File: src/rtl/fifo_pkg.sv
// -----------------------------------------------------------------------------
// fifo_pkg
// Shared definitions for the synchronous FIFO family.
//   clog2()   : ceil(log2(n)), correct for non-power-of-two n, clog2(1) = 0
//   FIFO_STD  : registered read mode (q valid one cycle after an accepted read)
//   FIFO_FWFT : first-word-fall-through mode (head word presented on q)
// -----------------------------------------------------------------------------
package fifo_pkg;

    localparam int FIFO_STD  = 0;
    localparam int FIFO_FWFT = 1;

    function automatic int clog2(input int n);
        int r;
        int v;
        r = 0;
        v = n - 1;
        while (v > 0) begin
            r = r + 1;
            v = v >> 1;
        end
        return r;
    endfunction

endpackage

File: src/rtl/fifo_ram_sdp.sv
// -----------------------------------------------------------------------------
// fifo_ram_sdp
// Simple dual-port RAM: one synchronous write port, one synchronous read port
// with a registered output. Memory contents are not reset; only the read
// output register is, so the FIFO presents q = 0 out of reset.
// Ports:
//   clk, rst_n   clock / async active-low reset (read register only)
//   wr_en        write strobe
//   wr_addr      write address, 0..DEPTH-1
//   wr_data      write data
//   rd_en        read strobe; rd_data holds when low
//   rd_addr      read address, 0..DEPTH-1
//   rd_data      registered read data
// -----------------------------------------------------------------------------
module fifo_ram_sdp
    import fifo_pkg::*;
#(
    parameter  int WIDTH = 8,
    parameter  int DEPTH = 16,
    localparam int AW    = clog2(DEPTH)
) (
    input  logic             clk,
    input  logic             rst_n,
    input  logic             wr_en,
    input  logic [AW-1:0]    wr_addr,
    input  logic [WIDTH-1:0] wr_data,
    input  logic             rd_en,
    input  logic [AW-1:0]    rd_addr,
    output logic [WIDTH-1:0] rd_data
);

    (* ramstyle = "M9K" *) logic [WIDTH-1:0] mem [DEPTH];

    always_ff @(posedge clk) begin
        if (wr_en) begin
            mem[wr_addr] <= wr_data;
        end
    end

    always_ff @(posedge clk or negedge rst_n) begin
        if (!rst_n) begin
            rd_data <= '0;
        end else if (rd_en) begin
            rd_data <= mem[rd_addr];
        end
    end

endmodule

File: src/rtl/fifo_sync_fwft.sv
// -----------------------------------------------------------------------------
// fifo_sync_fwft
// Parametrised single-clock FIFO with optional first-word-fall-through read.
// Any DEPTH >= 2; usedw spans 0..DEPTH. Full/empty are derived from usedw,
// never from pointer comparison.
// Ports:
//   clk, rst_n     clock / async active-low reset
//   clr            synchronous flush, wins over wr_req and rd_req
//   wr_req, data   write request and data
//   rd_req         read request (FWFT: acknowledge of the word on q)
//   q              read data
//   full, empty    usedw == DEPTH / no word available
//   almost_full    usedw >= AF_LEVEL
//   almost_empty   usedw <= AE_LEVEL
//   usedw          words held (FWFT: includes the word on q)
//   overflow       one-cycle pulse after a write attempted while full
//   underflow      one-cycle pulse after a read attempted while empty
// -----------------------------------------------------------------------------
module fifo_sync_fwft
    import fifo_pkg::*;
#(
    parameter  int WIDTH    = 8,
    parameter  int DEPTH    = 16,
    parameter  int FWFT     = FIFO_STD,
    parameter  int AF_LEVEL = DEPTH - 2,
    parameter  int AE_LEVEL = 2,
    localparam int CW       = clog2(DEPTH + 1)
) (
    input  logic             clk,
    input  logic             rst_n,
    input  logic             clr,
    input  logic             wr_req,
    input  logic [WIDTH-1:0] data,
    input  logic             rd_req,
    output logic [WIDTH-1:0] q,
    output logic             full,
    output logic             empty,
    output logic             almost_full,
    output logic             almost_empty,
    output logic [CW-1:0]    usedw,
    output logic             overflow,
    output logic             underflow
);

    localparam int PW = clog2(DEPTH);

    if (DEPTH < 2) begin : g_bad_depth
        $error("fifo_sync_fwft: DEPTH must be >= 2");
    end
    if (AF_LEVEL < 1 || AF_LEVEL > DEPTH) begin : g_bad_af
        $error("fifo_sync_fwft: AF_LEVEL must be in 1..DEPTH");
    end
    if (AE_LEVEL < 0 || AE_LEVEL >= DEPTH) begin : g_bad_ae
        $error("fifo_sync_fwft: AE_LEVEL must be in 0..DEPTH-1");
    end
    if (FWFT != FIFO_STD && FWFT != FIFO_FWFT) begin : g_bad_mode
        $error("fifo_sync_fwft: FWFT must be 0 or 1");
    end

    // Explicit wrap so non-power-of-two depths work.
    function automatic logic [PW-1:0] ptr_inc(input logic [PW-1:0] p);
        return (p == PW'(DEPTH - 1)) ? '0 : p + PW'(1);
    endfunction

    logic [PW-1:0]    wr_ptr;
    logic [PW-1:0]    rd_ptr;
    logic [PW-1:0]    rd_ptr_nxt;
    logic [CW-1:0]    usedw_r;
    logic             wr_acc;
    logic             rd_acc;
    logic             ram_re;
    logic [PW-1:0]    ram_ra;
    logic [WIDTH-1:0] ram_q;

    assign full  = (usedw_r == CW'(DEPTH));
    assign empty = (usedw_r == '0);

    assign wr_acc     = !clr && wr_req && !full;
    assign rd_acc     = !clr && rd_req && !empty;
    assign rd_ptr_nxt = ptr_inc(rd_ptr);

    assign usedw        = usedw_r;
    assign almost_full  = (usedw_r >= CW'(AF_LEVEL));
    assign almost_empty = (usedw_r <= CW'(AE_LEVEL));

    always_ff @(posedge clk or negedge rst_n) begin
        if (!rst_n) begin
            wr_ptr    <= '0;
            rd_ptr    <= '0;
            usedw_r   <= '0;
            overflow  <= 1'b0;
            underflow <= 1'b0;
        end else if (clr) begin
            wr_ptr    <= '0;
            rd_ptr    <= '0;
            usedw_r   <= '0;
            overflow  <= 1'b0;
            underflow <= 1'b0;
        end else begin
            overflow  <= wr_req && full;
            underflow <= rd_req && empty;
            if (wr_acc) begin
                wr_ptr <= ptr_inc(wr_ptr);
            end
            if (rd_acc) begin
                rd_ptr <= rd_ptr_nxt;
            end
            case ({wr_acc, rd_acc})
                2'b10:   usedw_r <= usedw_r + CW'(1);
                2'b01:   usedw_r <= usedw_r - CW'(1);
                default: usedw_r <= usedw_r;
            endcase
        end
    end

    fifo_ram_sdp #(
        .WIDTH (WIDTH),
        .DEPTH (DEPTH)
    ) u_ram (
        .clk     (clk),
        .rst_n   (rst_n),
        .wr_en   (wr_acc),
        .wr_addr (wr_ptr),
        .wr_data (data),
        .rd_en   (ram_re),
        .rd_addr (ram_ra),
        .rd_data (ram_q)
    );

    if (FWFT == FIFO_STD) begin : g_std
        assign ram_re = rd_acc;
        assign ram_ra = rd_ptr;
        assign q      = ram_q;
    end else begin : g_fwft
        // rd_ptr addresses the head word shown on q. On a pop with at least two
        // words held, the next head is already in RAM and is fetched from
        // rd_ptr+1 on the same edge. When the new head is being written on that
        // very edge (FIFO empty, or one word popped while another arrives) the
        // RAM cannot return it yet, so it is captured in the bypass register.
        logic [WIDTH-1:0] byp_q;
        logic             byp_sel;
        logic             byp_load;

        assign byp_load = wr_acc &&
                          ((usedw_r == '0) || ((usedw_r == CW'(1)) && rd_acc));
        assign ram_re   = rd_acc && (usedw_r >= CW'(2));
        assign ram_ra   = rd_ptr_nxt;

        always_ff @(posedge clk or negedge rst_n) begin
            if (!rst_n) begin
                byp_q   <= '0;
                byp_sel <= 1'b1;
            end else if (byp_load) begin
                byp_q   <= data;
                byp_sel <= 1'b1;
            end else if (ram_re) begin
                byp_sel <= 1'b0;
            end
        end

        assign q = byp_sel ? byp_q : ram_q;
    end

endmodule

File: config.mk
export PLATFORM = sky130hd
export DESIGN_NAME = fifo_sync_fwft
export DESIGN_NICKNAME = d
export VERILOG_FILES = /design/src/rtl/fifo_pkg.sv /design/src/rtl/fifo_ram_sdp.sv /design/src/rtl/fifo_sync_fwft.sv
export SDC_FILE = /design/constraint.sdc
export NUM_CORES = 1
export LEC_CHECK = 0
export BUFFER_PORTS_ARGS = -buffer_cell sky130_fd_sc_hd__buf_2
export CAP_MARGIN = 20
export CELL_PAD_IN_SITES_DETAIL_PLACEMENT = 1
export CELL_PAD_IN_SITES_GLOBAL_PLACEMENT = 1
export CORE_MARGIN = 2
export CORE_UTILIZATION = 48
export CTS_CLUSTER_DIAMETER = 100
export DETAILED_ROUTE_END_ITERATION = 6
export GPL_TIMING_DRIVEN = 0
export PLACE_DENSITY_LB_ADDON = 0.08
export SLEW_MARGIN = 20
export SYNTH_ARGS = -nofsm -noshare
export SYNTH_HDL_FRONTEND = slang
export SYNTH_SLANG_ARGS = --single-unit
File: constraint.sdc
create_clock -name clk -period 2.6 [get_ports clk]
set_input_delay 0.26 -clock clk [delete_from_list [all_inputs] [get_ports clk]]
set_output_delay 0.26 -clock clk [all_outputs]
set_load 0.02 [all_outputs]
[Yosys cells after proc, flatten, opt, wreduce, memory -nomap -nowiden]
Memories as Yosys holds them, arrays and structs flattened. A register that Yosys moved wholly into a read port is not among the register bits.
Cells that the tools add are included.
Storage, ports and cells
  flip-flop bits (word level): 15
  memory bits (read-only): 0
  bits in latches: 0
  bits of input ports: 13
  output and inout port bits: 19
  memories: 1
  memory bits (writable): 128
Memories
  u_ram.mem: words 16, bits a word 8, read ports 1, clocked after memory_dff 1, wr ports 1, RTL line fifo_ram_sdp.sv:32  | (* ramstyle = "M9K" *) logic [WIDTH-1:0] mem [DEPTH];
Cells by class
  bitwise gates (word level): 0
  add/subtract/negate cells: 4
  div/mod/pow operators: 0
  reduce and logical (&&, ||, !) cells: 14
  muxes and demuxes: 12
  shifts and indexed selects: 0
  equality and inequality tests: 5
  multiply operators: 0
  order comparisons: 2
Operator list (number)
  $mux 4: 6
  $pmux 5 s2: 1
  $add 4x1->4 const B: 2
  $eq 4x4->1 const B: 2
  $logic_and 1x1->1: 6
  $add 5x1->5 const B: 1
  $eq 5x5->1 const B: 1
  $ge 5x4->1 const B: 1
  $le 5x2->1 const B: 1
  $logic_not 5->1: 1
  $mux 5: 1
  $sub 5x1->5 const B: 1
  $logic_not 1->1: 4
  $mux 1: 4
  $reduce_bool 2->1: 2
  $reduce_bool 3->1: 1
  $eq 2x1->1 const B: 1
  $eq 2x2->1 const B: 1

[Longest topological paths before layout]
Gate-level depths: netlist (run 1).
  word-level depth: 6
  mapped depth: 12
  depth with buffers taken out: 10

[Modules after synthesis]
From an unflattened synthesis (run 1), not the netlist that was laid out.
Second synthesis, totals
  cell total of the unflattened synthesis: 357
  area total of the unflattened synthesis: 6399.9 µm²
Modules (own cells, without submodules)
  fifo_ram_sdp: area an instance 5331.4 µm², seq. area each 4043.9 µm², times used 1, cells each 240
  fifo_sync_fwft: area an instance 1068.5 µm², seq. area each 375.4 µm², times used 1, cells each 117

[Worst setup path before layout (run 1)]
Ideal clock, no wire load.
  path type: register to register
  start point: register usedw_r[0], in the netlist usedw[0]
  end point: register usedw_r[4], in the netlist usedw[4]
  setup time: 0.142 ns
  arrival: 2.676 ns
  period minus slack after synthesis: 2.818 ns
  required time: 2.458 ns
  path buffers: 1
  cell stages (with the launch flop): 12
  path slack: -0.218 ns
  cells stage by stage: dfrtp_1 -> or4_1 -> buf_2 -> nand3_2 -> nand2_1 -> xor2_1 -> ha_1 -> or3_1 -> a21oi_1 -> a31oi_2 -> mux2i_1 -> o221ai_1
On the way
  longest elaborated chain between the ends: 6
RTL lines
  from (decl): RTL line fifo_sync_fwft.sv:68  | logic [CW-1:0] usedw_r;
  from (signal assigned): RTL line fifo_sync_fwft.sv:109  | 2'b10: usedw_r <= usedw_r + CW'(1);
  from (signal assigned): RTL line fifo_sync_fwft.sv:110  | 2'b01: usedw_r <= usedw_r - CW'(1);
  from (signal assigned): RTL line fifo_sync_fwft.sv:111  | default: usedw_r <= usedw_r;
  $eq 5x5->1 or $logic_not 5->1 (tied branches): RTL line fifo_sync_fwft.sv:75, fifo_sync_fwft.sv:76
  $logic_not 1->1, on equally long branches: RTL line fifo_sync_fwft.sv:78, fifo_sync_fwft.sv:79
  $logic_and 1x1->1, on equally long branches: RTL line fifo_sync_fwft.sv:78, fifo_sync_fwft.sv:79
  $eq 2x1->1 or $eq 2x2->1 (tied branches): RTL line fifo_sync_fwft.sv:108  | case ({wr_acc, rd_acc})
  $pmux 5 s2: RTL line fifo_sync_fwft.sv:108
  $mux 5: RTL line fifo_sync_fwft.sv:93  | end else if (clr) begin
Several ways; a longest one is shown, not always the timed one.
A chain may end at the register's enable or synchronous reset.

[Worst setup path after layout (run 1)]
  start point: register usedw_r[1], in the netlist usedw[1]
  end point: register usedw_r[4], in the netlist usedw[4]
Same word-level chain as after synthesis.

==> flow_summary.ini, run 1 <==
[outcome]
status = complete, no violations

[clocking]
cts.sinks = 151
cts_tree = yes
cts-buffers-inserted = 17
insertion_delay_ns = 0.42
htree_levels = 4
root_buffer = clkbuf_16
clkTransAtPathRegs_ns = 0.07
clockBufferDepth = 2

[final_layout]
fin_util = 0.568
final_area_mm2 = 0.00743
drive_gt1_frac = 0.276
syn_to_final_growth_pct = 16.9
n_antenna_cell = 0
fin_nets = 431
fillers = 1182

[timing]
slew_viol_final = 0
rsz0062_at_grt = true
period_share = 0.968
skew_ns = 0.00731
relSlewSlack = 0.485
fmax_ghz = 0.397
whs_ns = 0.131
tightest_slew_ns = 0.773
period_minus_slack_ns = 2.52
timing.final.ws_setup_ns = 0.0822
hold_violations = 0
setup_viol = 0

[setup_path]
rr_worst_depth = 10
crit_type = reg2reg
rr_startpoint = usedw[1]
cp.required_ns = 2.88
cp-startpoint = usedw[1]
critPathCaptureType = register
start_kind = register
cp.arrival_ns = 2.80
reg2reg_to = usedw[4]
worstPathMaxFanout = 4
r2r_slack_ns = 0.08
crit_path_end = usedw[4]

[synthesis]
yosysUniqueCellTypes = 47
yosys.area.top_type = edfxtp_1
syn_area_mm2 = 0.00636
synth_area_leaders = edfxtp_1 60%, mux4_1 9.9%, dfrtp_1 9.0%, mux4_2 5.7%, nand2_1 2.1%
synth_commonest_cells = 128 x edfxtp_1, 36 x nand2_1, 24 x mux4_1, 23 x dfrtp_1, 16 x mux4_2
ys_warn_count = 0
async_flop_share = 0.152
post-synth-top-count-cell = edfxtp_1
synth-seq-cells = 151
synth_top_area_frac = 0.604
seq_area_frac_synth = 0.695
syn_inst = 349
synth_fp_nets = 369
synth_flop_cell = edfxtp_1
synth_edf_count = 128
syn_area_per_cell_um2 = 18.2

[route]
routed_wl_um = 14000
avgViaCountPerCell = 5.65
drc = 0
vias = 3389
drtIter0Drc = 288
ant_nets = 0
drtPass1Iterations = 4
wl_per_cell_um = 23.3

[global_routing]
antenna_found_initial = 0
grt_pass1_vias = 3543
gr-total-overflow = 0
grt_max_degree = 24
grt_util_all_layers = 0.216
grt_pass1_wl_um = 21800

[floorplanning]
die_area_mm2 = 0.0142
ios = 32
initial_core_util = 0.486
fp.dieW_um = 119
die_h_um = 119
rows = 42
core_area_mm2 = 0.0131

[power_and_ir_drop]
max-vdd-ir-drop_mv = 0.648
powerDensity_mw_per_mm2 = 847
p_leak_uw = 0.00263
p_total_uw = 6290

[placement]
dpl_cell_area_mm2 = 0.00676
dp_slack_ns = -0.232
place.port_buffers = 31
dp_hpwl_um = 9280
place.gp.congestion = 0.803

[flow_run]
drv_cap = 0

[worst_hold_path]
min_path_type = in2reg
## worst min path at each step
stage / startpoint / to / slack (ns) / cells past startpoint
floorplan: rst_n / overflow / -0.04 / 0
global placement: rst_n / usedw[3] / 0.27 / 1
detailed placement: rst_n / usedw[3] / 0.28 / 1
CTS: clr / usedw[3] / 0.11 / 2
global route: clr / usedw[3] / 0.15 / 2
finish: clr / usedw[3] / 0.13 / 2
## cell families (layout without fill, tap and decap cells)
kind of cell,count (synthesis),after routing,synth area share
DFF,151,151,0.695
AOI/OAI and AO/OA,34,34,0.0378
muxes,42,42,0.159
and+or+nand+nor,87,87,0.0683
xor gates and xnor gates,5,5,0.00689
buffers and inverters,23,98,0.0195
adders and majority gates,7,7,0.0138
## flip-flops by register name (all words and copies together) (netlist names)
name and flops:
wr_ptr 4, overflow 1, ram_ra 4, usedw 5
underflow 1, u_ram.mem 128, u_ram.rd_data 8
## worst max-delay path, stage by stage (launching register included)
cell and delay [ns]:
dfrtp_2 0.44, or4_4 0.56, nand3_4 0.10, nand2_4 0.07, xor2_1 0.15, ha_2 0.21
or3_1 0.32, a21oi_2 0.14, a31oi_2 0.08, mux2i_1 0.18, o221ai_1 0.13
## layer usage
layer | track usage | vias up | routed length [um]
li1 | - | 1543 | -
met1 | 0.301 | 1761 | 6340
met2 | 0.341 | 67 | 6920
met3 | 0.0460 | 18 | 463
met4 | 0.0774 | 0 | 242
met5 | 0 | - | 0
## layout by cell type, fill, tap and decap left out, types with 5 or more instances in the layout
cell type | Yosys | final
buf_4 | 1 | 14
a21oi_1 | 9 | 7
nor2_1 | 13 | 13
clkbuf_1 | 8 | 5
clkbuf_16 | 0 | 17
ha_1 | 7 | 6
o21ai_0 | 6 | 6
buf_2 | 3 | 32
and2_1 | 13 | 13
mux4_1 | 24 | 24
edfxtp_1 | 128 | 128
inv_6 | 0 | 8
nand2_1 | 36 | 35
mux4_2 | 16 | 16
nor3_1 | 5 | 5
dfrtp_1 | 23 | 19
inv_1 | 6 | 6
## metrics by stage
stage	instances	TNS (ns)
after global routing	600	-0.0331
after CTS	597	0
after detailed placement	556	-0.271
final	600	0
after floorplan	349	-0.0749
after global placement	556	-0.317
## cell type report
class                   count  area [um2]  area share
inverters                   6        22.5     0.00303
multi-input cells         175        1850       0.249
well taps                 176         220      0.0296
plain buffers              15        95.1      0.0128
repair buffers             45         263      0.0354
flip-flops and latches    151        4420       0.595
clock inverters            15         131      0.0177
clock buffers              17         425      0.0572
## report_power, final
| part | total (uW) | switching, uW | internal, uW |
|---|---|---|---|
| registers | 2810 | 67.4 | 2740 |
| clock network | 2320 | 1060 | 1260 |
| logic | 1160 | 670 | 495 |
| total | 6290 | 1800 | 4490 |
## repair_timing
item,CTS,global route
buffers inserted,10,3
pin swaps,4,4
hold buffers,1,0
gates resized for setup,6,6
endpoints found under the setup margin,6,4
cloned,0,0
hold endpoints to repair,23,0
(Power assumes the default switching activity.)
==> run 2, diff against run 1 <==
--- a/config.mk
+++ b/config.mk
@@ -13,3 +13,3 @@
 export CORE_UTILIZATION = 48
-export CTS_CLUSTER_DIAMETER = 100
+export CTS_CLUSTER_DIAMETER = 60
 export DETAILED_ROUTE_END_ITERATION = 6
@@ -20,2 +20,3 @@
 export SYNTH_HDL_FRONTEND = slang
+export SYNTH_HIERARCHICAL = 1
 export SYNTH_SLANG_ARGS = --single-unit
==> constraint.sdc (replaced) <==
create_clock -name clk -period 2.6 [get_ports clk]
set_input_delay 0.39 -clock clk [delete_from_list [all_inputs] [get_ports clk]]
set_output_delay 0.39 -clock clk [all_outputs]
set_load 0.02 [all_outputs]
==> run 2 against run 1 <==
Effect of this change:
- non-clock buffer count is 6 higher
- sequential share of layout area is 1.4 points lower
- clock power is 3% higher
==> flow_summary.ini, run 2 <==
[setup_path]
crit_type = reg2reg
start_kind = register
r2r_slack_ns = 0.02
worstPathMaxFanout = 3
cp.required_ns = 2.91
critPathCaptureType = register
cp.arrival_ns = 2.89

[final_layout]
layout.cells.most_common = edfxtp_1
top_regs = u_ram/mem (128), u_ram/rd_data (8), usedw (5)
top_register = u_ram/mem
fin_nets = 437
drive_gt1_frac = 0.356
fillers = 1226
fin_util = 0.579
layout_common_cells = 128 x edfxtp_1, 33 x buf_2, 26 x mux4_2, 22 x dfrtp_1, 21 x nor2_1
n_antenna_cell = 0
seq_area_mm2 = 0.00442
largest_reg_flops = 128
multi_input_area_mm2 = 0.00190
syn_to_final_growth_pct = 18.9
fin_cells = 609

[timing]
fmax_ghz = 0.387
tightest_slew_ns = 0.621
rsz0062_at_grt = true
slew_viol_final = 0
period_minus_slack_ns = 2.58
setup_viol = 0
skew_ns = 0.00868
relSlewSlack = 0.585
period_share = 0.993
hold_violations = 0

[synthesis]
yosys.area.top_type = edfxtp_1
post-synth-top-count-cell = edfxtp_1
synth_area_leaders = edfxtp_1 60%, mux4_2 9.1%, dfrtp_1 9.0%, mux4_1 2.5%, mux2i_1 2.0%
synth_top_area_frac = 0.601
synth-seq-cells = 151
synth_edf_count = 128
synth_commonest_cells = 128 x edfxtp_1, 33 x nor2_1, 26 x mux4_2, 23 x dfrtp_1, 13 x mux2i_1
async_flop_share = 0.152
ys_warn_count = 6
yosysUniqueCellTypes = 55
syn_inst = 357
synth_fp_nets = 374
syn_area_per_cell_um2 = 17.9
synth_flop_cell = edfxtp_1
seq_area_frac_synth = 0.691
syn_area_mm2 = 0.00640

[placement]
place.gp.congestion = 0.858
dp_cells = 564
dp_hpwl_um = 9190
place.port_buffers = 30

[floorplanning]
ios = 32
die_h_um = 119
rows = 42
core_area_mm2 = 0.0131
initial_core_util = 0.487
die_area_mm2 = 0.0143
fp.dieW_um = 119

[clocking]
insertion_delay_ns = 0.42
clkTransAtPathRegs_ns = 0.06
clockBufferDepth = 2
root_buffer = clkbuf_16
cts.sinks = 151
htree_levels = 4
cts-buffers-inserted = 17
cts_tree = yes

[global_routing]
antenna_found_initial = 0
gr-total-overflow = 0
grt_pass1_wl_um = 22300
grt_max_degree = 24
grt_pass1_vias = 3644
grt_util_all_layers = 0.219

[power_and_ir_drop]
switching_share = 0.291
powerDensity_mw_per_mm2 = 936
p_clk_frac = 0.336
pwr-share-seq = 0.411
pwr-share-comb = 0.252
cellInternalPower_uw = 5050
p_sw_uw = 2080
p_leak_uw = 0.00259
max-vdd-ir-drop_mv = 0.512

[route]
routed_wl_um = 14400
drtPass1Iterations = 4
wl_per_cell_um = 23.7
drtIter0Drc = 317
vias = 3517
ant_nets = 0
avgViaCountPerCell = 5.78
drc = 0

[outcome]
status = complete, no violations

[worst_hold_path]
min_path_type = in2reg

[flow_run]
drv_cap = 0
[run 2: power by group through the flow]
stage                     Combinational (uW)  Sequential, uW  Clock [uW]
after global placement                  1590            2970           0
after CTS                               1720            2930        2440
after floorplan                         1050            3060           0
final                                   1800            2930        2400
after detailed placement                1620            2980           0
after global routing                    1940            2950        2530
[run 2: per-stage QoR]
step | setup TNS [ns] | hold WS, ns | instance area (um2) | worst slack (ns) | power [uW]
floorplan | -1.04 | 0.0944 | 6410 | -0.0367 | 4100
global placement | -60.21 | 0.429 | 6780 | -0.787 | 4560
detailed placement | -56.50 | 0.433 | 6800 | -0.726 | 4600
CTS | 0 | 0.343 | 7530 | 0.0182 | 7090
global route | -0.131 | 0.360 | 7610 | -0.0898 | 7410
finish | 0 | 0.358 | 7610 | 0.0189 | 7120
[run 2: critical path, stage by stage (launching register included)]
cell     delay [ns]
dfrtp_1        0.40
buf_6          0.13
nor4_4         0.35
mux2i_2        0.33
xor2_1         0.21
ha_2           0.23
o31a_2         0.16
nor2_1         0.04
mux2_4         0.25
a311o_1        0.35
[run 2: cell type report]
type,instances,area share
well taps,176,0.0289
repair buffers,45,0.0398
inverters,6,0.00296
multi-input cells,178,0.250
clock inverters,12,0.0176
plain buffers,21,0.0225
clock buffers,20,0.0574
flip-flops and latches,151,0.581
[run 2: layer usage]
metal	vias up	global-route usage	wire length, um
met4	0	0.0713	222
met2	78	0.361	7450
met3	18	0.0618	661
li1	1564	-	-
met5	-	0	0
met1	1857	0.281	6110
[run 2: kinds of logic after synthesis]
| logic type | synth area share |
|---|---|
| mux | 0.143 |
| fa+ha+maj | 0.00782 |
| compound gates | 0.0585 |
| buf+inv | 0.0299 |
| simple gates | 0.0649 |
| flops | 0.691 |
| xor+xnor | 0.00548 |
[run 2: what timing repair did]
item,in CTS,in global routing
gates cloned,0,0
setup buffers,6,7
resized for setup,21,10
pin swaps,4,6
endpoints found under the setup margin,126,86
hold endpoints to repair,23,0
hold buffers,1,0
[run 2: worst paths after layout]
path,from,depth (start not counted),end
worst max-delay path,usedw[0],9,usedw[4]
worst min-delay path,data[5],1,u_ram/mem[10][5]
worst max register to register,usedw[0],9,usedw[4]
worst min register to register,ram_ra[3],1,ram_ra[3]
max in group asynchronous,rst_n,2,usedw[3]
min in group asynchronous,rst_n,2,usedw[4]
